### src/rtl/fetch_buffer.sv
// fetch_buffer: sequential instruction fetch front end feeding decode through a DEPTH-entry {pc, instr} FIFO.
// Define FETCH_BUFFER_BYPASS_EN to forward a response straight to decode when the FIFO is empty.
`timescale 1ns/1ps
module fetch_buffer #(
   parameter int unsigned DEPTH    = 4,
   parameter logic [31:0] RESET_PC = 32'h0
) (
   input  logic        clk,
   input  logic        rst,
   input  logic        redir_valid,
   input  logic [31:0] redir_pc,
   output logic        fbuf_valid,
   input  logic        fbuf_ready,
   output logic [31:0] fbuf_pc,
   output logic [31:0] fbuf_instr,
   output logic        iram_valid,
   output logic        iram_instr,
   output logic [31:0] iram_addr,
   output logic [31:0] iram_wdata,
   output logic [3:0]  iram_wstrb,
   input  logic [31:0] iram_rdata,
   input  logic        iram_ready
);
   localparam int unsigned AW = $clog2(DEPTH);

   logic [31:0]   pc;
   logic [31:0]   inflight_pc;
   logic          inflight;
   logic          drop;
   logic [31:0]   mem_pc    [DEPTH];
   logic [31:0]   mem_instr [DEPTH];
   logic [AW-1:0] rd_ptr;
   logic [AW-1:0] wr_ptr;
   logic [AW:0]   occ;
   logic [AW+1:0] credits_used;
   logic          issue;
   logic          resp_ok;
   logic          push;
   logic          pop;
   logic          fifo_nempty;

   // Credits come from registered occupancy only, so a same-cycle pop never frees one.
   assign credits_used = {1'b0, occ} + {{(AW+1){1'b0}}, inflight};
   assign issue        = rst & ~redir_valid & (credits_used < (AW+2)'(DEPTH));
   assign resp_ok      = iram_ready & inflight & ~drop & ~redir_valid;
   assign fifo_nempty  = (occ != '0);
   assign pop          = fifo_nempty & fbuf_ready & ~redir_valid;

   assign iram_valid = issue;
   assign iram_addr  = pc;
   assign iram_instr = 1'b1;
   assign iram_wdata = '0;
   assign iram_wstrb = '0;

`ifdef FETCH_BUFFER_BYPASS_EN
   logic byp;
   assign byp        = ~fifo_nempty & resp_ok;
   assign fbuf_valid = fifo_nempty | byp;
   assign fbuf_pc    = fifo_nempty ? mem_pc[rd_ptr]    : (byp ? inflight_pc : '0);
   assign fbuf_instr = fifo_nempty ? mem_instr[rd_ptr] : (byp ? iram_rdata  : '0);
   assign push       = resp_ok & ~(byp & fbuf_ready);
`else
   assign fbuf_valid = fifo_nempty;
   assign fbuf_pc    = fifo_nempty ? mem_pc[rd_ptr]    : '0;
   assign fbuf_instr = fifo_nempty ? mem_instr[rd_ptr] : '0;
   assign push       = resp_ok;
`endif

   always_ff @(posedge clk or negedge rst) begin
      if (!rst) begin
         pc          <= RESET_PC;
         inflight    <= 1'b0;
         inflight_pc <= '0;
         drop        <= 1'b0;
         rd_ptr      <= '0;
         wr_ptr      <= '0;
         occ         <= '0;
      end else if (redir_valid) begin
         pc       <= redir_pc & ~32'h3;
         inflight <= 1'b0;
         drop     <= inflight;
         rd_ptr   <= '0;
         wr_ptr   <= '0;
         occ      <= '0;
      end else begin
         inflight <= issue;
         if (issue) begin
            inflight_pc <= pc;
            pc          <= pc + 32'd4;
         end
         // drop only ever covers the single cycle following a redirect.
         drop <= 1'b0;
         if (push) wr_ptr <= wr_ptr + AW'(1);
         if (pop)  rd_ptr <= rd_ptr + AW'(1);
         case ({push, pop})
            2'b10:   occ <= occ + (AW+1)'(1);
            2'b01:   occ <= occ - (AW+1)'(1);
            default: ;
         endcase
      end
   end

   always_ff @(posedge clk) begin
      if (push) begin
         mem_pc[wr_ptr]    <= inflight_pc;
         mem_instr[wr_ptr] <= iram_rdata;
      end
   end

endmodule

### config.mk
export PLATFORM = sky130hd
export DESIGN_NAME = fetch_buffer
export DESIGN_NICKNAME = d
export VERILOG_FILES = /design/src/rtl/fetch_buffer.sv
export SDC_FILE = /design/constraint.sdc
export NUM_CORES = 1
export LEC_CHECK = 0
export ABC_CLOCK_PERIOD_IN_PS = 2860
export BUFFER_PORTS_ARGS = -buffer_cell sky130_fd_sc_hd__buf_2
export CAP_MARGIN = 0
export CORE_ASPECT_RATIO = 0.5
export CORE_MARGIN = 3
export CORE_UTILIZATION = 51
export DETAILED_ROUTE_END_ITERATION = 12
export PLACE_DENSITY = 0.86
export SLEW_MARGIN = 20
export SYNTH_ARGS = -nofsm -noshare
export SYNTH_HDL_FRONTEND = slang
export SYNTH_SLANG_ARGS = --single-unit
### constraint.sdc
create_clock -name clk -period 2.86 [get_ports clk]
set_input_delay 0.572 -clock clk [delete_from_list [all_inputs] [get_ports clk]]
set_output_delay 0.572 -clock clk [all_outputs]
set_load 0.1 [all_outputs]
# Yosys cells after proc, flatten, opt, wreduce, memory -nomap -nowiden

Memories as Yosys holds them, arrays and structs flattened.
Index checks and enable logic that the tools add are counted.

Bits in registers: 73
Bits in latches: 0
Memory bits (writable): 256
Bits in read-only memories: 0
Input bits: 69
Memories kept: 2

Add/subtract/negate cells: 6
Multipliers: 0
Divide/modulo/power cells: 0
Magnitude comparators: 1
Equal/unequal tests: 2
Shifts and indexed selects: 0
Muxes and demuxes: 14
Bitwise logic cells: 9
Reduce and logical (&&, ||, !) cells: 6

Memory list:

| name      | words | bits a word | rd ports | clocked after memory_dff | write ports | line | source |
|---|---|---|---|---|---|---|---|
| mem_instr | 4     | 32          | 1        | 0                        | 1           | 31   | `logic [31:0] mem_instr [DEPTH];` |
| mem_pc    | 4     | 32          | 1        | 0                        | 1           | 30   | `logic [31:0] mem_pc [DEPTH];` |

Operator list:

| operator                                             | number |
|---|---|
| 2-to-1 mux 32 bit                                    | 4 |
| adder 32 x 3 -> 32 bit (second input constant)       | 1 |
| 2-to-1 mux 2 bit                                     | 4 |
| bitwise AND 1 bit                                    | 7 |
| one-hot mux 3 bit (2 select lines)                   | 1 |
| nonzero test 2 bit                                   | 3 |
| nonzero test 3 bit                                   | 2 |
| adder 2 x 1 -> 2 bit (second input constant)         | 2 |
| adder 3 x 1 -> 4 bit                                 | 1 |
| < comparator 4 x 3 -> 1 bit (second input constant)  | 1 |
| 2-to-1 mux 1 bit                                     | 4 |
| adder 3 x 1 -> 3 bit (second input constant)         | 1 |
| 2-to-1 mux 3 bit                                     | 1 |
| subtractor 3 x 1 -> 3 bit (second input constant)    | 1 |
| equality test 2 x 1 -> 1 bit (second input constant) | 1 |
| equality test 2 bit (second input constant)          | 1 |
| inverter 1 bit                                       | 2 |
| AND reduction 2 bit                                  | 1 |

# Logic depth before layout (Yosys ltp)

Gate-level depths: netlist of the first run.

Depth after elaboration: 6
Mapped depth: 11
Gate-level depth less buffers: 8

# Worst setup path after synthesis of the first run

Ideal clock, no wire load.

Kind: input port to flip-flop
From: input redir_valid
To: memory mem_instr[0][0], enable pin
Arrival time: 2.585 ns
Slack: -0.151 ns
Stages: 4
Path buffers: 2
Cell sequence: clkbuf_1 -> clkbuf_1 -> nor2_1 -> and2_1

Cells in the longest elaborated chain, start to end: 4

RTL lines:

| item                                   | line | source |
|---|---|---|
| start: declaration                     | 10   | `input logic redir_valid,` |
| inverter 1 bit (no line)               | -    |  |
| bitwise AND 1 bit                      | 45   | `assign resp_ok = iram_ready & inflight & ~drop & ~redir_valid;` |
| 2-to-1 mux 1 bit                       | 104  | `if (push) begin` |
| 2-to-1 mux 1 bit (implied by the code) | 106  | `mem_instr[wr_ptr] <= iram_rdata;` |
| end: declaration                       | 31   |  |

No other way between the ends.

# Worst setup path in the final report of the first run

From: register rd_ptr[0]
To: output fbuf_pc[23]

Cells in the longest elaborated chain, start to end: 2

RTL lines:

| item                     | line | source |
|---|---|---|
| start: declaration       | 32   | `logic [AW-1:0] rd_ptr;` |
| start signal: assignment | 94   | `if (pop) rd_ptr <= rd_ptr + AW'(1);` |
| memory (4 x 32 bit)      | -    |  |
| 2-to-1 mux 32 bit        | 64   | `assign fbuf_pc = fifo_nempty ? mem_pc[rd_ptr] : '0;` |
| end: declaration         | 14   | `output logic [31:0] fbuf_pc,` |

No other way between the ends.

==> reports/qor.csv, run 1 <==
stage;metric;value;unit
clock_network;cts.clk_slew.worst_paths;0.07;ns
floorplanning;fp.dieH;119.2;um
power_and_ir_drop;irDropWorstVdd;0.6706;mV
detailed_routing;avgViaCountPerCell;5.853;
run;maxCapViolCount;0;
critical_path;crit_fanout;17;
global_route;antenna_found_initial;1;
sta;rsz0062_at_grt;true;
placed_design;dp_hpwl;18100;um
detailed_routing;drc_errors;0;
clock_network;hold_buffers;0;
detailed_routing;wl_per_cell;22.58;um
clock_network;htreeDepth;1;
floorplanning;initial_utilization;0.5321;
clock_network;root_buffer;clkbuf_16;
finish;final_core_util;0.6289;
global_route;grt_start_max_net_pins;61;
finish;area_growth;18.20;%
finish;fill_cells;1647;
global_route;grt-ovfl-total;0;
synthesis;synth_cell_type_count;44;
finish;drive_above_1_share;0.3351;
global_route;grtUsageTotal;0.2128;
clock_network;cts_buffers;28;
critical_path;r2r_cells;4;
critical_path;required;2.29;ns
detailed_routing;routed_wl;29440;um
sta;fin_skew;0.02530;ns
clock_network;cts_buffer_depth;3;
global_route;grt_pass1_wl;45640;um
synthesis;synthCells;771;
sta;final-max-slew-violation-count;0;
sta;hold_ws;0.07371;ns
detailed_routing;drtPass1Iterations;5;
detailed_routing;vias;7632;
floorplanning;coreArea;24570;um^2
power_and_ir_drop;p_leak;5.550;nW
placed_design;port_buffers;160;
clock_network;cts_tree;done;
sta;final.setup.tns;0;ns
critical_path;critPathLaunchType;flip-flop;
floorplanning;rows;40;
floorplanning;fp.dieArea;27710;um^2
global_route;grt_pass1_vias;7947;
synthesis;yosysSeqAreaShare;0.7016;
sta;max_clock_freq;356.1;MHz
power_and_ir_drop;powerDensity;1076;nW/um^2
synthesis;synth_area_per_cell;16.96;um^2
floorplanning;ios;204;
power_and_ir_drop;total_power;16.63;mW
placed_design;dp_slack;0.3923;ns
critical_path;cp.arrival;2.24;ns
finish;fin_nets;1020;
sta;hold_viol;0;
detailed_routing;postRouteAntennaNets;0;
run_status;status;complete, no violations;
detailed_routing;first_iter_violations;725;
sta;fin_crit_sh;0.9818;
sta;tightest_slew;0.6322;ns
sta;setup_ws;0.05194;ns
synthesis;yosysWarnings;0;
sta;finalCriticalPeriod;2.808;ns
critical_path;critPathKind;reg -> out;
sta;setup_viol;0;
synthesis;ys_ff_latch;317;
sta;slew_headroom;0.5749;
placed_design;place_congestion;0.8663;
worst_hold_path;min_path_type;in -> async;
critical_path;end_kind;output pin;
synthesis;netlist_area;13080;um^2
clock_network;cts.sinks;317;
clock_network;post-cts-setup-buffers;0;
clock_network;clock_latency;0.54;ns
floorplanning;die_w;232.4;um
==> synth_stat cells <==
library cell,n,area [um^2]
and3_1,2,12.51
o311ai_0,1,8.760
nor4_1,2,12.51
xnor2_1,8,70.07
or4b_1,1,10.01
ha_1,5,62.56
mux2i_1,3,30.03
a22oi_1,1,7.510
a31oi_1,17,106.4
o31ai_1,12,90.09
fa_1,1,20.02
xor2_1,4,35.03
nor3_1,4,20.02
nand4b_1,1,8.760
inv_1,8,30.03
nand3b_1,2,15.01
or4_4,1,11.26
nor2_1,29,108.9
dfrtp_1,69,1727
o31a_1,2,17.52
edfxtp_1,248,7447
buf_4,41,307.8
o21ai_0,19,95.09
nand4_1,8,50.05
nor2b_1,2,12.51
or2_2,2,12.51
and3_4,1,11.26
mux4_2,62,1396
and4_1,1,8.760
buf_2,7,35.03
conb_1,2,7.510
and2_1,67,419.2
mux2_2,27,304.0
nand3_1,14,70.07
o211ai_1,2,15.01
a21oi_1,2,10.01
or3_1,10,62.56
clkbuf_1,28,105.1
nand2_1,28,105.1
a211oi_1,1,7.510
buf_1,3,11.26
nand2b_1,2,12.51
buf_6,2,22.52
or4_1,19,142.6
==> sequential cells by signal (all words and copies together), names as in the netlist, 2 cells and up <==
name         count
inflight_pc     30
wr_ptr           2
occ              3
mem_instr      128
rd_ptr           2
iram_addr       30
mem_pc         120
==> logic make-up after synthesis <==
group                      after synthesis  share of synthesized area
and+or+nand+nor                        196                    0.08459
adders and majority gates                6                   0.006316
muxes                                   92                     0.1323
other                                    2                  0.0005744
buffers and inverters                   89                    0.03914
AOI/OAI and AO/OA                       57                    0.02737
xor gates and xnor gates                12                   0.008038
DFF                                    317                     0.7016
==> path summary, 6_finish.rpt <==
path	start	end	slack (ns)
worst max-delay path	rd_ptr[0]	fbuf_pc[23]	0.05
worst min-delay path	rst	rd_ptr[0]	0.07
worst max register to register	occ[0]	iram_addr[19]	0.42
worst min register to register	inflight_pc[8]	mem_pc[0][8]	0.50
max in group asynchronous	rst	iram_addr[8]	2.24
min in group clk	redir_pc[13]	iram_addr[13]	0.24
==> placed cells by master (no fill, tap or decap), drive strengths merged, types with 8 or more instances in the layout <==
cell type	instances
edfxtp	248
buf	186
dfrtp	69
and2	67
mux4	62
conb	41
clkbuf	36
nor2	29
nand2	28
mux2	27
or4	20
o21ai	19
a31oi	17
nand3	14
o31ai	12
clkinv	11
or3	10
inv	9
nand4	8
xnor2	8
==> area by class of cell <==
class	instances	area [um^2]	share of cell area
diodes	1	2.502	0.0001619
clock buffers	36	762.0	0.04930
clock inverters	16	128.9	0.008339
inverters	8	30.03	0.001943
multi-input cells	404	3551	0.2298
flip-flops and latches	317	9179	0.5939
well taps	336	420.4	0.02720
repair buffers	186	1381	0.08938
==> critical path: stages, from the launching register on <==
cell and delay, ns:
dfrtp_4 0.53, buf_16 0.23, mux4_2 0.51, and2_1 0.21, buf_6 0.20
==> metal layers <==
layer  vias up  wire, um  track usage
li1       3259         -            -
met1      3923     11420       0.2773
met2       355     15150       0.3678
met3        95      1821      0.03250
met4         0      1054      0.07380
met5         -         0            0
==> power breakdown <==
part	total, mW	internal (mW)	switching (mW)
registers	5.77	5.42	0.350
logic	7.19	1.84	5.36
clock network	3.67	2.06	1.61
total	16.6	9.32	7.31
==> repair_timing <==
action / CTS / global route
gates resized for setup: 62 / 38
gates cloned: 1 / 0
setup endpoints to repair: 62 / 36
==> metrics by stage <==
| stage | std cells | instance area (um^2) |
|---|---|---|
| 2_1_floorplan | 810 | 13230 |
| 3_3_place_gp | 1250 | 14270 |
| 3_5_place_dp | 1250 | 14270 |
| 4_1_cts | 1303 | 15350 |
| 5_1_grt | 1304 | 15450 |
| 6_report | 1304 | 15450 |
(Power assumes the default switching activity.)
==> inputs of run 2 (changes only) <==
--- a/config.mk
+++ b/config.mk
@@ -5,6 +5,7 @@
 export SDC_FILE = /design/constraint.sdc
 export NUM_CORES = 1
 export LEC_CHECK = 0
+export ABC_AREA = 1
 export ABC_CLOCK_PERIOD_IN_PS = 2860
 export BUFFER_PORTS_ARGS = -buffer_cell sky130_fd_sc_hd__buf_2
 export CAP_MARGIN = 0
@@ -12,7 +13,7 @@
 export CORE_MARGIN = 3
 export CORE_UTILIZATION = 51
 export DETAILED_ROUTE_END_ITERATION = 12
-export PLACE_DENSITY = 0.86
+export PLACE_DENSITY = 0.85
 export SLEW_MARGIN = 20
 export SYNTH_ARGS = -nofsm -noshare
 export SYNTH_HDL_FRONTEND = slang
==> run 2 against run 1 <==
The run now ends with negative setup slack left. Flip-flop and latch count unchanged. Synthesized area up 4.2%. Clock power down 2%. Critical path type unchanged.
==> reports/qor.csv, run 2 <==
stage;metric;value;unit
global_route;grtUsageTotal;0.2193;
detailed_routing;drtPass1Iterations;5;
detailed_routing;postRouteAntennaNets;0;
sta;hold_viol;0;
critical_path;required;2.29;ns
floorplanning;fp.dieArea;28840;um^2
detailed_routing;wl_per_cell;18.68;um
synthesis;synth-async-reset-ratio;0.2177;
finish;fin_nets;1498;
finish;fin_area;16630;um^2
finish;area_growth;22.00;%
critical_path;cp_slowest_cell;dfrtp_4;
detailed_routing;drc_errors;0;
placed_design;dp_slack;0.4277;ns
global_route;grt_start_max_net_pins;70;
finish;drive_above_1_share;0.1951;
sta;final.setup.tns;-0.02306;ns
synthesis;yosys.area.top_type;edfxtp_1;
sta;finalCriticalPeriod;2.883;ns
global_route;grt-ovfl-total;0;
clock_network;clock_latency;0.55;ns
power_and_ir_drop;p_leak;6.364;nW
power_and_ir_drop;total_power;10.60;mW
critical_path;cp_top_family;flip-flops;
placed_design;port_buffers;160;
synthesis;synthTopCellsByArea;edfxtp_1 55%, dfrtp_1 13%, nor2_1 8.6%;
finish;top_register;mem_instr;
clock_network;root_buffer;clkbuf_16;
finish;num_antenna_cells;0;
critical_path;cp.arrival;2.31;ns
clock_network;cts_buffer_depth;3;
critical_path;crit_chain;buf_12 > nor2_1 > nor2_1 > o21ai_0 > a21oi_2 > buf_12;
clock_network;cts_tree;done;
floorplanning;ios;204;
sta;setup_viol;1;
sta;slew_headroom;0.3985;
finish;fill_cells;1787;
floorplanning;coreArea;25750;um^2
power_and_ir_drop;powerDensity;637.5;nW/um^2
sta;fin_crit_sh;1.008;
floorplanning;rows;41;
critical_path;critPathKind;reg -> out;
detailed_routing;avgViaCountPerCell;5.555;
finish;regArea;9179;um^2
placed_design;dp_hpwl;19750;um
run;maxCapViolCount;0;
synthesis;yosysWarnings;0;
synthesis;synth_edf_count;248;
sta;max_clock_freq;346.9;MHz
synthesis;netlist_area;13630;um^2
synthesis;synthCells;1274;
synthesis;synth-xor-area-share;0.004499;
global_route;grt_pass1_wl;50070;um
detailed_routing;vias;9910;
synthesis;synth_top_family_by_area;simple AND/OR/NAND/NOR gates;
synthesis;ys_ff_latch;317;
finish;largest_reg_flops;128;
clock_network;cts.clk_slew.worst_paths;0.07;ns
detailed_routing;first_iter_violations;1143;
critical_path;end_kind;output pin;
finish;final_common_cell;nor2_1;
run_status;violations;negative setup slack;
synthesis;synth.mux.area_fraction;0;
finish;layout_common_cells;308 x nor2_1, 248 x edfxtp_1, 172 x o21ai_0, 127 x nand2_1, 97 x buf_2;
critical_path;crit_fanout;54;
sta;tightest_slew;0.9023;ns
sta;rsz0062_at_grt;true;
placed_design;dpl_cell_area;15630;um^2
clock_network;cts_buffers;27;
synthesis;synth_cell_type_count;33;
synthesis;synth_area_per_cell;10.70;um^2
sta;setup_ws;-0.02306;ns
placed_design;dp.cells;1736;
placed_design;place_congestion;0.9060;
synthesis;synthSimpleGateAreaFrac;0.1586;
sta;final-max-slew-violation-count;0;
clock_network;htreeDepth;1;
power_and_ir_drop;irDropWorstVdd;0.4663;mV
synthesis;yosys_most_used_dff;edfxtp_1;
floorplanning;initial_utilization;0.5292;
floorplanning;die_w;237.2;um
synthesis;synth-adder-area-share;0.006059;
run_status;status;finished with violations;
global_route;antenna_found_initial;0;
critical_path;path_buf_inv;2;
finish;largest_registers;mem_instr: 128 flops, mem_pc: 120 flops;
critical_path;cpPeakStageDelay;0.56;ns
floorplanning;fp.dieH;121.6;um
finish;stdcell_count;1784;
synthesis;synthTopCellsByCount;312 x nor2_1, 248 x edfxtp_1, 172 x o21ai_0, 127 x nand2_1, 69 x dfrtp_1;
synthesis;yosys.cell_count.top_type;nor2_1;
synthesis;yosysSeqAreaShare;0.6732;
clock_network;hold_buffers;0;
detailed_routing;routed_wl;33330;um
global_route;grt_pass1_vias;9651;
sta;hold_ws;0.2468;ns
worst_hold_path;min_path_type;in -> reg;
finish;multiInputGateArea;3920;um^2
sta;fin_skew;0.01996;ns
synthesis;synth-compound-area-share;0.09530;
finish;final_core_util;0.6456;
clock_network;cts.sinks;317;
critical_path;critPathLaunchType;flip-flop;
synthesis;yosysTopAreaCellShare;0.5465;
==> run 2: changes by cell type after synthesis, moves of 11 or more <==
cell | previous run | this run
inv_1 | 8 | 62
a31oi_1 | 17 | 0
and2_1 | 67 | 1
or4_1 | 19 | 0
o21ai_0 | 19 | 172
a21oi_1 | 2 | 67
o31ai_1 | 12 | 0
mux2_2 | 27 | 0
nand3_1 | 14 | 43
buf_2 | 7 | 18
nand2_1 | 28 | 127
mux4_2 | 62 | 0
nor2_1 | 29 | 312
==> run 2: path summary, 6_finish.rpt <==
check | from | cells past startpoint | to | slack [ns]
max | rd_ptr[0] | 6 | fbuf_pc[18] | -0.02
min | redir_pc[5] | 3 | iram_addr[5] | 0.25
max reg2reg | inflight | 5 | mem_instr[2][13] | 0.82
min reg2reg | inflight_pc[25] | 0 | mem_pc[1][25] | 0.52
max in group asynchronous | rst | 2 | rd_ptr[0] | 1.90
min in group asynchronous | rst | 2 | iram_addr[8] | 0.28
==> run 2: metal layers <==
metal  global-route usage  up-vias  wire [um]
met5                    0        -          0
met2               0.3870      491      17020
met4              0.06791        0        715
li1                     -     4566          -
met1               0.2866     4790      13120
met3              0.03121       63       2474
==> run 2: final cells by class <==
type / count / share of cell area
Multi-Input combinational cell: 826 / 0.2358
Clock buffer: 32 / 0.04177
Sequential cell: 317 / 0.5521
Inverter: 68 / 0.01535
Tap cell: 344 / 0.02589
Clock inverter: 14 / 0.008730
Timing Repair Buffer: 183 / 0.1204
==> run 2: kinds of logic (layout without fill, tap and decap cells) <==
group           Yosys count  in the layout
compound gates          251            251
fa+ha+maj                 6              6
other cells               2             41
flops                   317            317
simple gates            521            521
buf+inv                 170            297
xor+xnor                  7              7
==> run 2: what timing repair did <==
| item | 4_1_cts | 5_1_grt |
|---|---|---|
| setup endpoints to repair | 50 | 37 |
| setup buffers | 2 | 0 |
| resized for setup | 11 | 26 |
| pin swaps | 0 | 2 |
==> run 2: where the power goes <==
group	total (mW)	switching (mW)	internal, mW	leakage (nW)
Sequential	5.38	0.202	5.18	3.08
Clock	3.60	1.60	2.00	0.407
Combinational	1.62	1.29	0.328	2.88
==> run 2: worst min-delay path, cell delays in order <==
cell and delay, ns:
buf_2 0.07, nand2_1 0.04, o221ai_1 0.05
==> inputs of run 3 (changes only) <==
--- a/config.mk
+++ b/config.mk
@@ -12,8 +12,10 @@
 export CORE_ASPECT_RATIO = 0.5
 export CORE_MARGIN = 3
 export CORE_UTILIZATION = 51
+export CTS_BUF_LIST = sky130_fd_sc_hd__clkbuf_8
 export DETAILED_ROUTE_END_ITERATION = 12
 export PLACE_DENSITY = 0.85
+export RECOVER_POWER = 25
 export SLEW_MARGIN = 20
 export SYNTH_ARGS = -nofsm -noshare
 export SYNTH_HDL_FRONTEND = slang
==> run 3 against run 2 <==
The flow now finishes without violations. Sequential power about the same. Core utilization shrank 0.12 points. Flip-flop and latch count unchanged. Critical endpoint is now fbuf_pc[16]. Largest cell class unchanged. Largest power group unchanged. Highest routed layer unchanged.
==> reports/qor.csv, run 3 (synthesized netlist as in run 2, its figures left out) <==
stage;metric;value;unit
run_status;status;complete, no violations;
clock_network;clock_latency;0.55;ns
critical_path;r2r_end;iram_addr[7];
worst_hold_path;holdPathStages;3;
global_route;grt_start_max_net_pins;70;
detailed_routing;routed_wl;32200;um
clock_network;hold_buffers;0;
detailed_routing;vias;9889;
clock_network;cts_tree;done;
floorplanning;initial_utilization;0.5292;
sta;fin_skew;0.02214;ns
global_route;grt_pass1_vias;9457;
placed_design;dp_slack;0.4277;ns
critical_path;crit_chain;inv_2 > buf_12 > o21ai_0 > a21oi_1 > buf_12;
finish;final_common_cell;nor2_1;
clock_network;cts_buffer_depth;3;
finish;area_growth;21.77;%
sta;max_clock_freq;355.7;MHz
critical_path;path_buf_inv;3;
global_route;grt_pass1_wl;48740;um
placed_design;place_congestion;0.9060;
finish;layout_common_cells;308 x nor2_1, 248 x edfxtp_1, 172 x o21ai_0, 127 x nand2_1, 78 x inv_1;
critical_path;crit_top_cell;buf_12;
power_and_ir_drop;irDropWorstVdd;0.2865;mV
critical_path;critPathLaunchType;flip-flop;
critical_path;cp_slowest_cell;dfrtp_4;
critical_path;r2r_cells;6;
power_and_ir_drop;total_power;10.40;mW
clock_network;cts.sinks;317;
sta;rsz0062_at_grt;true;
finish;drive_above_1_share;0.1768;
sta;setup_ws;0.04877;ns
critical_path;cp_top_family;buffers and inverters;
sta;fin_crit_sh;0.9829;
critical_path;crit_fanout;58;
floorplanning;ios;204;
critical_path;required;2.29;ns
clock_network;cts.clk_slew.worst_paths;0.07;ns
detailed_routing;first_iter_violations;914;
worst_hold_path;min_path_type;in -> reg;
run;maxCapViolCount;0;
placed_design;port_buffers;160;
clock_network;root_buffer;clkbuf_8;
finish;top_register;mem_instr;
finish;largest_registers;mem_instr: 128 flops, mem_pc: 120 flops;
placed_design;dpl_cell_area;15630;um^2
critical_path;end_kind;output pin;
critical_path;cpPeakStageDelay;0.58;ns
floorplanning;fp.dieH;121.6;um
critical_path;r2r_slack;0.86;ns
sta;slew_headroom;0.4129;
power_and_ir_drop;powerDensity;626.7;nW/um^2
global_route;grtUsageTotal;0.2150;
critical_path;critPathKind;reg -> out;
sta;hold_viol;0;
floorplanning;fp.dieArea;28840;um^2
floorplanning;rows;41;
power_and_ir_drop;p_leak;6.387;nW
clock_network;htreeDepth;2;
clock_network;cts_buffers;44;
sta;tightest_slew;0.8806;ns
floorplanning;die_w;237.2;um
sta;setup_viol;0;
global_route;grt-ovfl-total;0;
placed_design;dp_hpwl;19750;um
finish;fill_cells;1815;
finish;fin_area;16590;um^2
worst_hold_path;min_to;iram_addr[5];
detailed_routing;wl_per_cell;17.69;um
sta;finalCriticalPeriod;2.811;ns
finish;largest_reg_flops;128;
worst_hold_path;min_from;redir_pc[5];
detailed_routing;drtPass1Iterations;6;
detailed_routing;postRouteAntennaNets;0;
sta;final-max-slew-violation-count;0;
critical_path;timing.rr.start;occ[1];
finish;fin_nets;1518;
floorplanning;coreArea;25750;um^2
finish;num_antenna_cells;0;
detailed_routing;avgViaCountPerCell;5.434;
critical_path;cp.arrival;2.24;ns
global_route;antenna_found_initial;0;
detailed_routing;drc_errors;0;
[run 3: cell types whose count changed in the layout (fill, tap and decap cells not counted), sizes merged]
cell | before | now
buf | 183 | 154
bufinv | 3 | 2
clkbuf | 32 | 82
clkinv | 8 | 11
clkinvlp | 1 | 0
inv | 70 | 84
[run 3: how the worst max path moves through the flow]
stage / from / cells after the start / slack, ns / end
after detailed placement: rd_ptr[0] / 5 / 0.43 / fbuf_pc[9]
after global routing: rd_ptr[0] / 5 / -0.01 / fbuf_instr[22]
after floorplan: occ[2] / 5 / -0.45 / fbuf_instr[0]
after global placement: rd_ptr[0] / 5 / 0.46 / fbuf_instr[21]
after CTS: rd_ptr[0] / 6 / 0.02 / fbuf_pc[18]
final: rd_ptr[0] / 5 / 0.05 / fbuf_pc[16]
[run 3: per-stage QoR]
| step | TNS, ns | util | std cells | hold slack [ns] |
|---|---|---|---|---|
| global route | -0.02674 | 0.6444 | 1820 | 0.2155 |
| detailed placement | 0 | 0.6070 | 1736 | 0.5118 |
| global placement | 0 | 0.6070 | 1736 | 0.4819 |
| CTS | 0 | 0.6419 | 1817 | 0.2131 |
| finish | 0 | 0.6444 | 1820 | 0.2367 |
| floorplan | -27.50 | - | 1313 | 0.2764 |
[run 3: what timing repair did]
| item | CTS | global route |
|---|---|---|
| pin swaps | 0 | 1 |
| hold endpoints to repair | 0 | 0 |
| gates resized for setup | 8 | 21 |
| setup buffers | 2 | 3 |
| setup endpoints to repair | 47 | 38 |
[run 3: final cells by class]
type	count	area (um^2)	share of cell area
sequential	317	9179	0.5531
multi-input combinational	826	3882	0.2340
timing repair buffer	186	1996	0.1203
clock buffer	50	688.2	0.04147
tap	344	430.4	0.02594
inverter	68	255.2	0.01538
clock inverter	29	163.9	0.009877
[run 3: tightest hold or removal path, stage by stage]
cell and delay (ns):
buf_2 0.07, nand2_1 0.04, o221ai_1 0.06
[run 3: metal layers]
metal,wire (um),vias to the layer above,track usage,share of wire
met3,2398,67,0.03845,0.074
met5,0,-,0,0
met4,730,0,0.07436,0.023
li1,-,4613,-,-
met2,16090,448,0.3726,0.50
met1,12980,4761,0.2783,0.40
[run 3: power breakdown]
part | internal (mW) | total (mW) | switching (mW)
Sequential | 5.18 | 5.38 | 0.199
Combinational | 0.324 | 1.61 | 1.29
Clock | 1.77 | 3.41 | 1.63
Total | 7.28 | 10.4 | 3.12
